==> src/rtl/dsp_pkg.sv <==
`default_nettype none
// +----------------------------------------------------------------------+
// | dsp_pkg : shared width/rounding helpers for the receive DSP chain    |
// | Revision 1.0                                                          |
// +----------------------------------------------------------------------+
package dsp_pkg;

  function automatic int clog2(input int value);
    int r;
    r = 0;
    for (int v = value - 1; v > 0; v = v >> 1) begin
      r++;
    end
    return r;
  endfunction

  // Width needed to sum 2^log2_dec samples of data_width bits without overflow.
  function automatic int acc_width(input int data_width, input int log2_dec);
    return data_width + log2_dec;
  endfunction

  function automatic int round_const(input int shift);
    return (shift == 0) ? 0 : (1 << (shift - 1));
  endfunction

endpackage
`default_nettype wire

==> src/rtl/round_shift_right.sv <==
`default_nettype none
// +----------------------------------------------------------------------+
// | round_shift_right : round-half-up arithmetic right shift, narrowing  |
// | Revision 1.0                                                          |
// +----------------------------------------------------------------------+
module round_shift_right
  import dsp_pkg::*;
#(
  parameter int IN_WIDTH  = 19,
  parameter int OUT_WIDTH = 16,
  parameter int SHIFT     = 3
) (
  input  logic signed [IN_WIDTH-1:0]  acc,
  output logic signed [OUT_WIDTH-1:0] result
);

  generate
    if (SHIFT == 0) begin : g_pass
      assign result = acc[OUT_WIDTH-1:0];
    end else begin : g_round
      localparam logic signed [IN_WIDTH-1:0] ROUND = IN_WIDTH'(round_const(SHIFT));
      logic signed [IN_WIDTH-1:0] biased;

      // A full-scale block sum plus half an LSB still fits IN_WIDTH, so no guard bit.
      assign biased = acc + ROUND;
      assign result = biased[SHIFT +: OUT_WIDTH];
    end
  endgenerate

endmodule
`default_nettype wire

==> src/rtl/boxcar_decimator.sv <==
`default_nettype none
// +----------------------------------------------------------------------+
// | boxcar_decimator : integrate-and-dump by 2^LOG2_DECIMATION, held out |
// | Revision 1.0                                                          |
// +----------------------------------------------------------------------+
module boxcar_decimator
  import dsp_pkg::*;
#(
  parameter int DATA_WIDTH      = 16,
  parameter int LOG2_DECIMATION = 3
) (
  input  logic                         i_clk,
  input  logic                         i_rst_n,
  input  logic signed [DATA_WIDTH-1:0] i_data,
  input  logic                         i_data_valid,
  output logic signed [DATA_WIDTH-1:0] o_data,
  output logic                         o_data_valid,
  input  logic                         i_data_ready,
  output logic                         o_overrun,
  input  logic                         i_clear_overrun
);

  localparam int ACC_WIDTH  = acc_width(DATA_WIDTH, LOG2_DECIMATION);
  localparam int DECIMATION = 1 << LOG2_DECIMATION;
  localparam int CNT_WIDTH  = (clog2(DECIMATION) > 0) ? clog2(DECIMATION) : 1;
  localparam logic [CNT_WIDTH-1:0] LAST = CNT_WIDTH'(DECIMATION - 1);

  logic [CNT_WIDTH-1:0]         count;
  logic signed [ACC_WIDTH-1:0]  acc;
  logic signed [ACC_WIDTH-1:0]  sample_ext;
  logic signed [ACC_WIDTH-1:0]  sum;
  logic signed [DATA_WIDTH-1:0] result;
  logic                         dump;
  logic                         overwrite;

  assign sample_ext = ACC_WIDTH'(i_data);
  assign sum        = acc + sample_ext;
  assign dump       = i_data_valid && (count == LAST);
  assign overwrite  = dump && o_data_valid && !i_data_ready;

  round_shift_right #(
    .IN_WIDTH  (ACC_WIDTH),
    .OUT_WIDTH (DATA_WIDTH),
    .SHIFT     (LOG2_DECIMATION)
  ) u_round (
    .acc    (sum),
    .result (result)
  );

  always_ff @(posedge i_clk or negedge i_rst_n) begin
    if (!i_rst_n) begin
      acc   <= '0;
      count <= '0;
    end else if (i_data_valid) begin
      if (dump) begin
        acc   <= '0;
        count <= '0;
      end else begin
        acc   <= sum;
        count <= count + 1'b1;
      end
    end
  end

  // A fresh result always wins the holding register; a consume on the same edge is not an overrun.
  always_ff @(posedge i_clk or negedge i_rst_n) begin
    if (!i_rst_n) begin
      o_data       <= '0;
      o_data_valid <= 1'b0;
    end else if (dump) begin
      o_data       <= result;
      o_data_valid <= 1'b1;
    end else if (o_data_valid && i_data_ready) begin
      o_data_valid <= 1'b0;
    end
  end

  always_ff @(posedge i_clk or negedge i_rst_n) begin
    if (!i_rst_n) begin
      o_overrun <= 1'b0;
    end else if (overwrite) begin
      o_overrun <= 1'b1;
    end else if (i_clear_overrun) begin
      o_overrun <= 1'b0;
    end
  end

endmodule
`default_nettype wire

==> config.mk <==
export PLATFORM = sky130hd
export DESIGN_NAME = boxcar_decimator
export DESIGN_NICKNAME = d
export VERILOG_FILES = /design/src/rtl/dsp_pkg.sv /design/src/rtl/round_shift_right.sv /design/src/rtl/boxcar_decimator.sv
export SDC_FILE = /design/constraint.sdc
export NUM_CORES = 1
export LEC_CHECK = 0
export CAP_MARGIN = 20
export CORE_ASPECT_RATIO = 0.6
export CORE_UTILIZATION = 51
export CTS_BUF_LIST = sky130_fd_sc_hd__clkbuf_16
export DETAILED_ROUTE_END_ITERATION = 8
export GPL_TIMING_DRIVEN = 0
export HOLD_SLACK_MARGIN = 0.02
export PLACE_DENSITY_LB_ADDON = 0.12
export SLEW_MARGIN = 20
export SYNTH_ARGS = -nofsm -noshare
export SYNTH_HDL_FRONTEND = slang
export SYNTH_SLANG_ARGS = --single-unit
==> constraint.sdc <==
create_clock -name i_clk -period 2.8 [get_ports i_clk]
set_input_delay 0.56 -clock i_clk [delete_from_list [all_inputs] [get_ports i_clk]]
set_output_delay 0.56 -clock i_clk [all_outputs]
set_load 0.01 [all_outputs]
Word level (Yosys, flattened, before mapping)
Index checks and enable logic that the tools add are counted.

word-level totals
  register bits = 40
  output and inout bits = 18

operators by class
  add/sub/neg operators = 3
  equality and inequality tests = 1
  multiplexer cells = 6
  reduce and logical (&&, ||, !) cells = 7

operators with widths
  operator               number
  $add 19x16->19         1
  $add 19x4->19 const B  1
  $mux 19                1
  $logic_and 1x1->1      4
  $mux 1                 4
  $reduce_bool 2->1      2
  $add 3x1->3 const B    1
  $eq 3x3->1 const B     1
  $mux 3                 1
  $logic_not 1->1        1

Depth between registers and ports, before layout
  depth after elaboration = 5
  gate-level depth with buffers = 11
  depth with buffers taken out = 11

Modules after synthesis
From an unflattened synthesis, not the netlist that was laid out.

second synthesis, totals
  cell total of the unflattened synthesis = 302
  area, all modules = 2975.4 um^2

modules (own cells, without submodules)
  module             times used  cells each  area an instance (um^2)
  boxcar_decimator   1           258         2597.5
  round_shift_right  1           44          377.9

Worst setup path after synthesis
Ideal clock, no wire load.

  kind = input to register
  start point = input i_data[0]
  end point = register o_data[14]
  arrival = 3106 ps
  required time = 2674 ps
  setup slack = -433 ps
  cell stages on the path = 10
  path buffers = 0
  cell sequence = ha_1 fa_1 a211oi_4 o211ai_2 a211o_1 nand3_2 or3b_4 nor4_4 a211oi_1 a311o_1

between the ends
  cells in the longest elaborated chain, start to end = 2

ends and longest elaborated chain
  what                  line                     text
  from (decl)           boxcar_decimator.sv:14   input logic signed [DATA_WIDTH-1:0] i_data,
  $add 19x16->19        boxcar_decimator.sv:37   assign sum = acc + sample_ext;
  $add 19x4->19         round_shift_right.sv:25  assign biased = acc + ROUND;
  to (signal assigned)  boxcar_decimator.sv:71   o_data <= result;
  to (decl)             boxcar_decimator.sv:16   output logic signed [DATA_WIDTH-1:0] o_data,

Every way passes these cells.
A chain may end at the register's enable or synchronous reset.

Final worst setup path
  start point = register acc[0]
  end point = register o_data[14]

between the ends
  cells in the longest elaborated chain, start to end = 2

ends and longest elaborated chain
  what                    line                     text
  from (decl)             boxcar_decimator.sv:29   logic signed [ACC_WIDTH-1:0] acc;
  from (signal assigned)  boxcar_decimator.sv:59   acc <= sum;
  $add 19x16->19          boxcar_decimator.sv:37
  $add 19x4->19           round_shift_right.sv:25

Every way passes these cells.

==> impl_metrics.py <==
metrics = {
    "status": {
        "status": "finished with violations",
        "violations": "setup timing",
    },
    "setup_path": {
        "worst-r2r-cell-count": 10,
        "cp_num_buf_inv": 0,
        "r2r_start": "acc[0]",
        "r2r_end": "o_data[14]",
        "worst_path_max_delay_cell": "fa_2",
        "max_stage_delay_ps": 420,
        "required_ps": 2960,
        "cp_top_family": "compound AO/OA/AOI/OAI gates",
        "cp_num_cells": 10,
        "worst_setup_path_end_kind": "flip-flop",
        "cp_data_arrival_time_ps": 3350,
        "cp_max_fo": 6,
        "critPathKind": "flip-flop to flip-flop",
        "worst_setup_path_start_kind": "flip-flop",
        "r2r_slack_ps": -390,
        "crit_chain": "ha_4, fa_2, a211oi_4, o211ai_2, a211o_1, nand3_4, or3b_4, nor4_4, a211oi_2, a311o_1",
        "crit_start": "acc[0]",
    },
    "clock_tree": {
        "numCtsBuffers": 5,
        "cts_hold_buf": 0,
        "clockBufferDepth": 2,
        "cts_htree_levels": 2,
        "cts-root-buf": "clkbuf_16",
        "path_clk_slew_ps": 70,
        "clk_latency_ps": 290,
        "cts_tree": "done",
        "numClockSinks": 40,
    },
    "min_path": {
        "worstHoldPathType": "primary input to asynchronous set/reset pin",
    },
    "job": {
        "cap_violations": 0,
    },
    "yosys": {
        "synth-xor-area-share_pct": 6.02,
        "synth_area_leader_cell": "dfrtp_1",
        "yosysUniqueCellTypes": 66,
        "yosysWarnings": 0,
        "synth_fa_ha_area_share_pct": 9.26,
        "synth-edff-count": 0,
        "syn_inst": 348,
        "synth.area.mux_share_pct": 1.35,
        "synth_area_leaders": "dfrtp_1 (33%), ha_1 (8.6%), xnor2_1 (4.9%)",
        "synth_top_family_by_area": "compound AO/OA/AOI/OAI gates",
        "seq_area_frac_synth_pct": 32.8,
        "synth-compound-area-share_pct": 25.2,
        "synth.top_cell.area_share_pct": 32.8,
        "synth-seq-cells": 40,
        "synth_ff_type": "dfrtp_1",
        "syn_area_per_cell_um2": 8.77,
        "syn-cell-area_um2": 3050,
        "syn_nets": 391,
        "synth-simple-area-share_pct": 19.3,
        "async_reset_ff_share_pct": 100,
    },
    "final_layout": {
        "num_antenna_cells": 0,
        "area_growth_pct": 39.6,
        "final_cell_mix": "dfrtp_1 (40), inv_1 (32), buf_4 (32), clkdlybuf4s50_1 (32), nand2_1 (26)",
        "final_common_cell": "dfrtp_1",
        "drive_gt1_share_pct": 24.5,
        "fin_nets": 467,
        "n_fill_cell": 400,
        "fin_area_um2": 4260,
    },
    "route": {
        "vias_per_cell": 5.93,
        "drtIter0Drc": 110,
        "post-route-drc-count": 0,
        "dr.pass1.iters": 5,
        "wl_per_cell_um": 17.7,
        "drt-total-wl_mm": 8.95,
        "final_antenna_net_count": 0,
        "dr_total_vias": 2997,
    },
    "die": {
        "die_y_um": 61.9,
        "pin_count": 39,
        "core-area_um2": 5680,
        "die_area_um2": 6310,
        "start_util_pct": 53.8,
        "rows": 21,
        "die_w_um": 102,
    },
    "grt": {
        "grt_overflow": 0,
        "grt_pass1_wl_mm": 13.7,
        "grt_max_degree": 32,
        "first_global_vias": 2801,
        "grt_usage_pct": 29.0,
        "grt_antenna_before_repair": 0,
    },
    "timing": {
        "finalHoldViolCount": 0,
        "fin_ws_ps": -388,
        "finalSetupTns_ps": -2200,
        "min_period_ps": 3190,
        "fmax_mhz": 314,
        "rsz0062_at_grt": "true",
        "fin_skew_ps": 6.83,
        "fin_crit_sh_pct": 114,
        "relSlewSlack_pct": 57.8,
        "maxSlewViolCount": 0,
        "finalSetupViolCount": 9,
        "tightest_slew_ps": 633,
    },
    "placed_design": {
        "dp_hpwl_mm": 5.93,
        "placed_area_um2": 3570,
        "gp_congestion": 0.906,
        "placement.io_buffers": 37,
    },
    "power": {
        "ir_drop_mv": 0.740,
        "p_leak_nw": 1.80,
        "power_density_nw_per_um2": 1380,
    },
}
## timing repair
item,4_1_cts,5_1_grt
pin swaps,37,14
gates cloned,0,0
gates resized for setup,40,21
setup buffers,23,8
endpoints found under the setup margin,15,9
endpoints found under the hold margin,0,0
## kinds of logic (layout without fill, tap and decap cells)
group	Yosys count	count (layout)
AOI/OAI and AO/OA	111	111
and+or+nand+nor	104	104
buffers and inverters	46	123
DFF	40	40
adders and majority gates	22	22
xor gates and xnor gates	21	21
muxes	4	4
## synthesized netlist by cell type, types with 3 or more instances
library cell / instances
dfrtp_1: 40
inv_1: 32
nand2_1: 27
ha_1: 21
nor2_1: 21
a21oi_1: 19
o22ai_1: 17
xnor2_1: 17
o21ai_0: 15
clkbuf_1: 9
nand3_1: 9
o21ai_1: 9
a211oi_1: 6
a21o_1: 6
nand2b_1: 6
nand4_1: 6
nor3_1: 5
o211ai_1: 5
o21a_1: 5
a211o_1: 4
and2_1: 4
and3_1: 4
buf_2: 4
xor2_1: 4
mux2i_1: 3
nor3b_1: 3
## sequential cells by signal (all words and copies together), names as in the netlist
register	cells
acc	19
count	3
o_data	16
o_data_valid	1
o_overrun	1
## cell type report
class / instances / area (um2) / share of cell area (%)
clock buffer: 5 / 125 / 2.94
clock inverter: 3 / 42.5 / 0.998
inverter: 32 / 120 / 2.82
sequential: 40 / 1000 / 23.5
tap: 80 / 100 / 2.35
buffer: 14 / 67.6 / 1.58
timing repair buffer: 69 / 611 / 14.3
multi-input combinational: 262 / 2200 / 51.5
## metrics by stage
stage	utilization, %	cells	worst slack, ps	hold slack [ps]	total power, W
floorplan	-	348	-275	264	0.00328
global placement	62.6	465	-989	461	0.00404
detailed placement	62.9	466	-1000	462	0.00411
CTS	72.0	497	-314	159	0.00539
global route	75.1	505	-470	173	0.00627
finish	75.1	505	-388	150	0.00590
## layer usage
metal	up-vias	global-route usage (%)	part of all wire (%)
li1	1434	-	-
met1	1439	39.3	47
met2	113	48.3	46
met3	11	4.92	5.9
met4	0	9.39	1.3
met5	-	0	0
## report_power, final
group | total [W] | switching (W) | internal, W
clock | 0.000668 | 0.000249 | 0.000419
combinational | 0.00422 | 0.00226 | 0.00197
sequential | 0.00101 | 0.000166 | 0.000842
total | 0.00590 | 0.00267 | 0.00323
## worst max path at each step
stage | to | slack [ps]
final | o_data[14] | -390
after global routing | o_data[12] | -470
after CTS | o_data[14] | -310
after detailed placement | o_data[12] | -1000
after global placement | o_data[12] | -990
after floorplan | o_data[12] | -280
Power figures use the tool's default switching activity.
